$ cat src/rtl/arb_switch_ff_if.sv
// Flit ports of the 2x2 self-routing switch element; slave is the switch side.
interface arb_switch_ff_if #(
  parameter int WIDTH = 64
);
  logic [WIDTH-1:0] left_in;
  logic             left_in_valid;
  logic             left_in_ready;
  logic [WIDTH-1:0] right_in;
  logic             right_in_valid;
  logic             right_in_ready;
  logic [WIDTH-1:0] left_out;
  logic             left_out_valid;
  logic             left_out_ready;
  logic [WIDTH-1:0] right_out;
  logic             right_out_valid;
  logic             right_out_ready;

  modport slave (
    input  left_in, left_in_valid, right_in, right_in_valid,
    output left_in_ready, right_in_ready,
    output left_out, left_out_valid, right_out, right_out_valid,
    input  left_out_ready, right_out_ready
  );

  modport master (
    output left_in, left_in_valid, right_in, right_in_valid,
    input  left_in_ready, right_in_ready,
    input  left_out, left_out_valid, right_out, right_out_valid,
    output left_out_ready, right_out_ready
  );
endinterface

$ cat src/rtl/arb_switch_ff.sv
// 2x2 self-routing switch: per-input 2-deep FIFOs, round-robin per output, registered outputs.
// One-cycle FIFO-to-output latency; in_ready falls when a FIFO holds 2 flits, outputs hold while stalled.
module arb_switch_ff #(
  parameter int WIDTH     = 64,
  parameter int ROUTE_BIT = 0
) (
  input  logic           clk,
  input  logic           rst_n,
  arb_switch_ff_if.slave bus
);

  // index 0 = left, 1 = right (inputs and outputs alike)
  logic [WIDTH-1:0] in_dat [2];
  logic [1:0]       in_vld;
  logic [1:0]       in_rdy;
  logic [1:0]       out_rdy;

  logic [WIDTH-1:0] mem [2][2];
  logic [1:0]       rd_ptr;
  logic [1:0]       wr_ptr;
  logic [1:0]       cnt [2];

  logic [WIDTH-1:0] head [2];
  logic [1:0]       not_empty;
  logic [1:0]       dest;
  logic [1:0]       push;
  logic [1:0]       pop;
  logic [1:0]       cand [2];
  logic [1:0]       free;
  logic [1:0]       gnt;
  logic [1:0]       win;
  logic [1:0]       rr;

  logic [WIDTH-1:0] out_dat [2];
  logic [1:0]       out_vld;

  assign in_dat[0] = bus.left_in;
  assign in_dat[1] = bus.right_in;
  assign in_vld    = {bus.right_in_valid, bus.left_in_valid};
  assign out_rdy   = {bus.right_out_ready, bus.left_out_ready};

  assign bus.left_in_ready   = in_rdy[0];
  assign bus.right_in_ready  = in_rdy[1];
  assign bus.left_out        = out_dat[0];
  assign bus.left_out_valid  = out_vld[0];
  assign bus.right_out       = out_dat[1];
  assign bus.right_out_valid = out_vld[1];

  always_comb begin
    pop = '0;
    for (int i = 0; i < 2; i++) begin
      // ready comes from the registered count only, so a full FIFO never takes a flit
      in_rdy[i]    = (cnt[i] != 2'd2);
      push[i]      = in_vld[i] && in_rdy[i];
      head[i]      = mem[i][rd_ptr[i]];
      not_empty[i] = (cnt[i] != 2'd0);
      dest[i]      = head[i][ROUTE_BIT];
    end
    for (int x = 0; x < 2; x++) begin
      cand[x] = not_empty & ((x == 0) ? ~dest : dest);
      free[x] = !out_vld[x] || out_rdy[x];
      win[x]  = (cand[x] == 2'b11) ? rr[x] : cand[x][1];
      gnt[x]  = (|cand[x]) && free[x];
    end
    for (int x = 0; x < 2; x++) begin
      if (gnt[x]) pop[win[x]] = 1'b1;
    end
  end

  always_ff @(posedge clk or negedge rst_n) begin
    if (!rst_n) begin
      for (int i = 0; i < 2; i++) begin
        mem[i][0]  <= '0;
        mem[i][1]  <= '0;
        cnt[i]     <= '0;
        out_dat[i] <= '0;
      end
      rd_ptr  <= '0;
      wr_ptr  <= '0;
      rr      <= '0;
      out_vld <= '0;
    end else begin
      for (int i = 0; i < 2; i++) begin
        if (push[i]) begin
          mem[i][wr_ptr[i]] <= in_dat[i];
          wr_ptr[i]         <= ~wr_ptr[i];
        end
        if (pop[i]) rd_ptr[i] <= ~rd_ptr[i];
        cnt[i] <= cnt[i] + {1'b0, push[i]} - {1'b0, pop[i]};
      end
      for (int x = 0; x < 2; x++) begin
        if (free[x]) begin
          out_vld[x] <= gnt[x];
          if (gnt[x]) out_dat[x] <= head[win[x]];
          // pointer moves only when both inputs wanted this output
          if (gnt[x] && (cand[x] == 2'b11)) rr[x] <= ~rr[x];
        end
      end
    end
  end

endmodule

$ cat src/flat_wrapper.sv
// flat-port wrapper written by rule: the top's interface ports become plain ports
module arb_switch_ff_flat 
#(
  parameter int WIDTH     = 64,
  parameter int ROUTE_BIT = 0
)
  (clk, rst_n, bus_left_in, bus_left_in_valid, bus_right_in, bus_right_in_valid, bus_left_in_ready, bus_right_in_ready, bus_left_out, bus_left_out_valid, bus_right_out, bus_right_out_valid, bus_left_out_ready, bus_right_out_ready);
  arb_switch_ff_if #(.WIDTH(WIDTH)) bus_i ();
  input  logic clk;
  input  logic rst_n;
  input wire logic [$bits(bus_i.left_in)-1:0] bus_left_in;
  input wire logic [$bits(bus_i.left_in_valid)-1:0] bus_left_in_valid;
  input wire logic [$bits(bus_i.right_in)-1:0] bus_right_in;
  input wire logic [$bits(bus_i.right_in_valid)-1:0] bus_right_in_valid;
  output wire logic [$bits(bus_i.left_in_ready)-1:0] bus_left_in_ready;
  output wire logic [$bits(bus_i.right_in_ready)-1:0] bus_right_in_ready;
  output wire logic [$bits(bus_i.left_out)-1:0] bus_left_out;
  output wire logic [$bits(bus_i.left_out_valid)-1:0] bus_left_out_valid;
  output wire logic [$bits(bus_i.right_out)-1:0] bus_right_out;
  output wire logic [$bits(bus_i.right_out_valid)-1:0] bus_right_out_valid;
  input wire logic [$bits(bus_i.left_out_ready)-1:0] bus_left_out_ready;
  input wire logic [$bits(bus_i.right_out_ready)-1:0] bus_right_out_ready;
  assign bus_i.left_in = bus_left_in;
  assign bus_i.left_in_valid = bus_left_in_valid;
  assign bus_i.right_in = bus_right_in;
  assign bus_i.right_in_valid = bus_right_in_valid;
  assign bus_left_in_ready = bus_i.left_in_ready;
  assign bus_right_in_ready = bus_i.right_in_ready;
  assign bus_left_out = bus_i.left_out;
  assign bus_left_out_valid = bus_i.left_out_valid;
  assign bus_right_out = bus_i.right_out;
  assign bus_right_out_valid = bus_i.right_out_valid;
  assign bus_i.left_out_ready = bus_left_out_ready;
  assign bus_i.right_out_ready = bus_right_out_ready;
  arb_switch_ff #(.WIDTH(WIDTH), .ROUTE_BIT(ROUTE_BIT)) u_core (.clk(clk), .rst_n(rst_n), .bus(bus_i));
endmodule
$ cat config.mk
export PLATFORM = sky130hd
export DESIGN_NAME = arb_switch_ff_flat
export DESIGN_NICKNAME = d
export VERILOG_FILES = /design/src/rtl/arb_switch_ff_if.sv /design/src/rtl/arb_switch_ff.sv /design/src/flat_wrapper.sv
export SDC_FILE = /design/constraint.sdc
export NUM_CORES = 1
export LEC_CHECK = 0
export CORE_MARGIN = 10
export CORE_UTILIZATION = 33
export DETAILED_ROUTE_END_ITERATION = 10
export SKIP_CTS_REPAIR_TIMING = 1
export SLEW_MARGIN = 15
export SYNTH_ARGS = -nofsm -noshare
export SYNTH_HDL_FRONTEND = slang
export SYNTH_SLANG_ARGS = --single-unit
$ cat constraint.sdc
create_clock -name clk -period 4.65 [get_ports clk]
set_input_delay 0.6975 -clock clk [delete_from_list [all_inputs] [get_ports clk]]
set_output_delay 0.6975 -clock clk [all_outputs]
set_load 0.01 [all_outputs]
Yosys cells after proc, flatten, opt, wreduce, memory -nomap -nowiden
Index checks and enable logic that the tools add are counted.
{"block": "totals", "elab_cells": 100, "out_inout_bits": 132, "inputBits": 134, "ff_bits": 396}
{"block": "classes", "n_bitwise": 16, "n_mux": 26, "eq_ne": 4, "add_sub_neg": 4, "reduce_logical": 22, "order_cmp": 12}
{"operator": "$mux 64", "n": 14}
{"operator": "$bwmux 128", "n": 2}
{"operator": "$demux 64 s1", "n": 2}
{"operator": "$ge 2x2->1 const B", "n": 6}
{"operator": "$not 1->2", "n": 6}
{"operator": "$logic_and 1x1->1", "n": 10}
{"operator": "$reduce_and 2->1", "n": 4}
{"operator": "$not 1->1", "n": 6}
{"operator": "$add 2x1->2", "n": 2}
{"operator": "$and 2x2->2", "n": 2}
{"operator": "$eq 2x2->1 const B", "n": 2}
{"operator": "$lt 1x2->1 const B", "n": 2}
{"operator": "$lt 2x1->1 const B", "n": 2}
{"operator": "$mux 1", "n": 4}
{"operator": "$mux 2", "n": 2}
{"operator": "$ne 2x2->1 const B", "n": 2}
{"operator": "$reduce_bool 2->1", "n": 2}
{"operator": "$reduce_or 2->1", "n": 2}
{"operator": "$sub 2x1->2", "n": 2}
{"operator": "$demux 1 s1", "n": 2}
{"operator": "$ge 1x1->1 const B", "n": 2}
{"operator": "$logic_not 1->1", "n": 2}
{"operator": "$logic_or 1x1->1", "n": 2}
{"operator": "$not 2->2", "n": 1}
{"operator": "$or 2x2->2", "n": 1}

Logic depth before layout (Yosys ltp)
{"block": "depth", "depth_word": 16, "mapped_depth": 8, "mapped_depth_nobuf": 8}

Worst setup path after synthesis
No wires, ideal clock.
{"block": "synth_path", "path_type": "input to register", "from": "input bus_right_out_ready", "to": "register u_core.cnt[3] in the netlist's numbering", "stages": 8, "t_arrival_ps": 2031, "required_time_ps": 4527, "setup_slack_ps": 2496, "cell_sequence": "nor2b_1 -> clkbuf_1 -> o32ai_1 -> ha_1 -> inv_1 -> ha_1 -> xnor2_1 -> xnor2_1"}
{"block": "synth_between", "elab_chain_len": 4}
{"element": "from (decl)", "line_no": "flat_wrapper.sv:22", "text": "input wire logic [$bits(bus_i.right_out_ready)-1:0] bus_right_out_ready;"}
{"element": "$logic_or 1x1->1", "line_no": "arb_switch_ff.sv:61", "text": "free[x] = !out_vld[x] || out_rdy[x];"}
{"element": "$logic_and 1x1->1", "line_no": "arb_switch_ff.sv:63", "text": "gnt[x] = (|cand[x]) && free[x];"}
{"element": "$mux 2", "line_no": "arb_switch_ff.sv:66", "text": "if (gnt[x]) pop[win[x]] = 1'b1;"}
{"element": "via u_core.pop[0]", "line_no": "arb_switch_ff.sv:27", "text": "logic [1:0] pop;"}
{"element": "$sub 2x1->2", "line_no": "arb_switch_ff.sv:89", "text": "cnt[i] <= cnt[i] + {1'b0, push[i]} - {1'b0, pop[i]};"}
{"element": "to (signal, indexed assignment)", "line_no": "arb_switch_ff.sv:89"}
{"element": "to (decl)", "line_no": "arb_switch_ff.sv:21", "text": "logic [1:0] cnt [2];"}
The timed path passes the listed nets, and every way through them passes these cells.
A chain may end at the register's enable or synchronous reset.

Worst setup path in the final report
{"block": "layout_path", "from": "register u_core.rd_ptr[0]", "to": "register u_core.out_dat (netlist bit u_core.bus.left_out[34])"}
{"block": "layout_between", "elab_chain_len": 12, "elab_cells_between_ends": 15}
{"element": "from (decl)", "line_no": "arb_switch_ff.sv:19", "text": "logic [1:0] rd_ptr;"}
{"element": "from (signal, indexed assignment)", "line_no": "arb_switch_ff.sv:88", "text": "if (pop[i]) rd_ptr[i] <= ~rd_ptr[i];"}
{"element": "$not 1->2 (not written as such) *", "line_no": "arb_switch_ff.sv:55", "text": "head[i] = mem[i][rd_ptr[i]];"}
{"element": "$mux 64 (not written as such) * (3 in a row)", "line_no": "arb_switch_ff.sv:55"}
{"element": "$not 2->2", "line_no": "arb_switch_ff.sv:60", "text": "cand[x] = not_empty & ((x == 0) ? ~dest : dest);"}
{"element": "$and 2x2->2", "line_no": "arb_switch_ff.sv:60"}
{"element": "$eq 2x2->1", "line_no": "arb_switch_ff.sv:62", "text": "win[x] = (cand[x] == 2'b11) ? rr[x] : cand[x][1];"}
{"element": "$mux 1", "line_no": "arb_switch_ff.sv:62"}
{"element": "$not 1->2 (not written as such)", "line_no": "arb_switch_ff.sv:94", "text": "if (gnt[x]) out_dat[x] <= head[win[x]];"}
{"element": "$mux 64 (not written as such) (3 in a row)", "line_no": "arb_switch_ff.sv:94"}
{"element": "to (signal, indexed assignment)", "line_no": "arb_switch_ff.sv:94"}
{"element": "to (decl)", "line_no": "arb_switch_ff.sv:34", "text": "logic [WIDTH-1:0] out_dat [2];"}
Mark *: on every way between the ends. The rest lies on a longest branch, timed or not. The select of a mux whose other input is x is not followed.

==> impl_metrics.env <==
export IMPL_synthesis_area_sq_um=16600
export IMPL_crit_end="u_core.bus.left_out[34]"
export IMPL_drc=0
export IMPL_critical_path_startpoint="u_core.rd_ptr[0]"
export IMPL_clockBufferDepth=3
export IMPL_drtIter0Drc=893
export IMPL_cts_sinks=396
export IMPL_yosysSeqAreaShare_pct=59.8
export IMPL_tritoncts="done"
export IMPL_grt_first_pass_wirelength_mm=76.4
export IMPL_crit_path_end_kind="register"
export IMPL_routedWlPerCell_um=22.9
export IMPL_hold_viol=0
export IMPL_holdCritPathClass="input port to asynchronous set/reset pin"
export IMPL_synth_async_sr_flop_share_pct=100
export IMPL_avgSynthCellArea_sq_um=14.0
export IMPL_setup_viol=0
export IMPL_start_util_pct=33.2
export IMPL_drive_gt1_share_pct=25.0
export IMPL_core_sq_um=49900
export IMPL_cts_htree_levels=2
export IMPL_r2r_cells=5
export IMPL_cp_max_fo=32
export IMPL_rr_endpoint="u_core.bus.left_out[34]"
export IMPL_drv_cap=0
export IMPL_clock_skew_ns=0.0118
export IMPL_yosysWarnings=0
export IMPL_crit_path_start_kind="register"
export IMPL_syn_inst=1184
export IMPL_cts_root_buf="clkbuf_16"
export IMPL_port_buffers=265
export IMPL_slew_headroom_pct=36.1
export IMPL_routed_via_count=11400
export IMPL_final_setup_tns_ns=0
export IMPL_arrival_ns=3.53
export IMPL_area_growth_pct=29.4
export IMPL_io_pins=266
export IMPL_final_cell_area_sq_um=21400
export IMPL_numCtsBuffers=44
export IMPL_crit_type="register to register"
export IMPL_die_w_um=244
export IMPL_worst_pin_slew_ns=0.956
export IMPL_path_clk_slew_ns=0.06
export IMPL_grt_overflow=0
export IMPL_syn_num_nets=1322
export IMPL_final_common_cell="dfrtp_1"
export IMPL_ff2ff_setup_slack_ns=1.51
export IMPL_detail_route_antenna_nets=0
export IMPL_via_per_inst=5.33
export IMPL_yosys_most_used_dff="dfrtp_1"
export IMPL_grt_pass1_vias=12300
export IMPL_antenna_found_initial=4
export IMPL_fin_nets=1565
export IMPL_worstPathRequired_ns=5.04
export IMPL_rows=82
export IMPL_final_cell_mix="394 x dfrtp_1, 264 x clkdlybuf4s50_1, 258 x mux2_2, 128 x mux2i_1"
export IMPL_powerDensity_nw_per_um2=806
export IMPL_synth_edf_count=0
export IMPL_design_die_area_sq_um=59600
export IMPL_synth_seq_cells=396
export IMPL_die_y_um=244
export IMPL_dpl_instance_area_sq_um=20000
export IMPL_fmax_mhz=318
export IMPL_synth_distinct_cells=26
export IMPL_gp_congestion=0.758
export IMPL_clk_latency_ns=0.57
export IMPL_rsz0062_at_grt="no"
export IMPL_routed_wirelength_mm=48.8
export IMPL_grt_use_total_pct=16.3
export IMPL_ir_worst_vdd_uv=415
export IMPL_grt_start_max_net_pins=117
export IMPL_dp_hpwl_mm=32.8
export IMPL_fin_crit_ns=3.14
export IMPL_period_share_pct=67.6
export IMPL_status="complete, no violations"
export IMPL_slew_viol_final=0
export IMPL_p_leak_nw=8.96
export IMPL_drtPass1Iterations=5
export IMPL_r2r_start="u_core.rd_ptr[0]"
-- worst min path at each step --
stage	to	slack, ns	cells past startpoint
floorplan	u_core.bus.left_out[0]	0.40	0
finish	u_core.mem[122]	0.18	1
detailed placement	u_core.mem[134]	0.49	1
CTS	u_core.mem[56]	0.20	1
global route	u_core.mem[122]	0.24	1
global placement	u_core.mem[7]	0.49	1
-- cells by family (layout without fill, tap and decap cells) --
logic type,count (synthesis),in the layout,synth area share (%)
DFF,396,396,59.8
muxes,386,386,25.3
AOI/OAI and AO/OA,257,257,10.7
buffers and inverters,99,371,2.42
and+or+nand+nor,32,32,1.02
xor gates and xnor gates,10,10,0.528
adders and majority gates,4,4,0.302
other,0,2,0
-- layer usage --
metal | global-route usage [%] | share of wire (%) | up-vias
met4 | 4.27 | 2.0 | 4
met5 | 0 | 0.047 | -
met3 | 3.49 | 5.2 | 69
met1 | 20.9 | 44 | 5984
met2 | 27.3 | 49 | 337
li1 | - | - | 4961
-- per-stage QoR --
step | std cells | total power [W] | hold slack [ns] | util [%] | worst slack, ns
global route | 2130 | 0.0184 | 0.237 | 43.0 | 1.27
CTS | 2128 | 0.0175 | 0.200 | 43.0 | 1.46
finish | 2130 | 0.0173 | 0.185 | 43.0 | 1.51
detailed placement | 2053 | 0.0139 | 0.494 | 40.1 | 1.50
floorplan | 1184 | 0.0108 | 0.402 | - | 2.50
global placement | 2053 | 0.0137 | 0.486 | 40.1 | 1.56
-- report_power, final --
group          total [W]  internal, W  leakage [nW]  switching, W
clock            0.00348      0.00208         0.705       0.00140
combinational    0.00739      0.00365          3.52       0.00374
sequential       0.00641      0.00526          4.74       0.00115
-- state kept, by name (all words and copies together) (netlist names) --
signal                count
u_core.rr                 2
u_core.out_vld            2
u_core.rd_ptr             2
u_core.cnt                4
u_core.wr_ptr             2
u_core.bus.right_out     64
u_core.bus.left_out      64
u_core.mem              256
-- layout make-up --
| class | instances | area, sq um |
|---|---|---|
| clock buffers | 64 | 1290 |
| well taps | 672 | 841 |
| flip-flops and latches | 396 | 9920 |
| fillers | 4611 | 28400 |
| inverters | 6 | 22.5 |
| diodes | 2 | 5.00 |
| repair buffers | 290 | 2900 |
| multi-input cells | 689 | 6330 |
| clock inverters | 11 | 150 |
-- cells in the mapped netlist (3+ instances only) --
master | n | area share [%]
and3_1 | 3 | 0.11
buf_1 | 3 | 0.068
buf_2 | 24 | 0.72
clkbuf_1 | 66 | 1.5
dfrtp_1 | 396 | 60
ha_1 | 4 | 0.30
inv_1 | 6 | 0.14
mux2_2 | 258 | 18
mux2i_1 | 128 | 7.7
nand2_1 | 4 | 0.091
nand2b_1 | 4 | 0.15
nand3_1 | 4 | 0.12
nor2_1 | 5 | 0.11
nor3_1 | 3 | 0.091
o21ai_0 | 126 | 3.8
o221ai_1 | 126 | 6.7
or2_2 | 3 | 0.11
xnor2_1 | 6 | 0.32
xor2_1 | 4 | 0.21
-- worst max-delay path, stage by stage, from the launching register on --
cell and delay, ns:
dfrtp_4 0.83, mux2_2 0.45, nor3_1 0.24, or2_2 0.68
buf_4 0.52, o221ai_1 0.21
(Power assumes the default switching activity.)
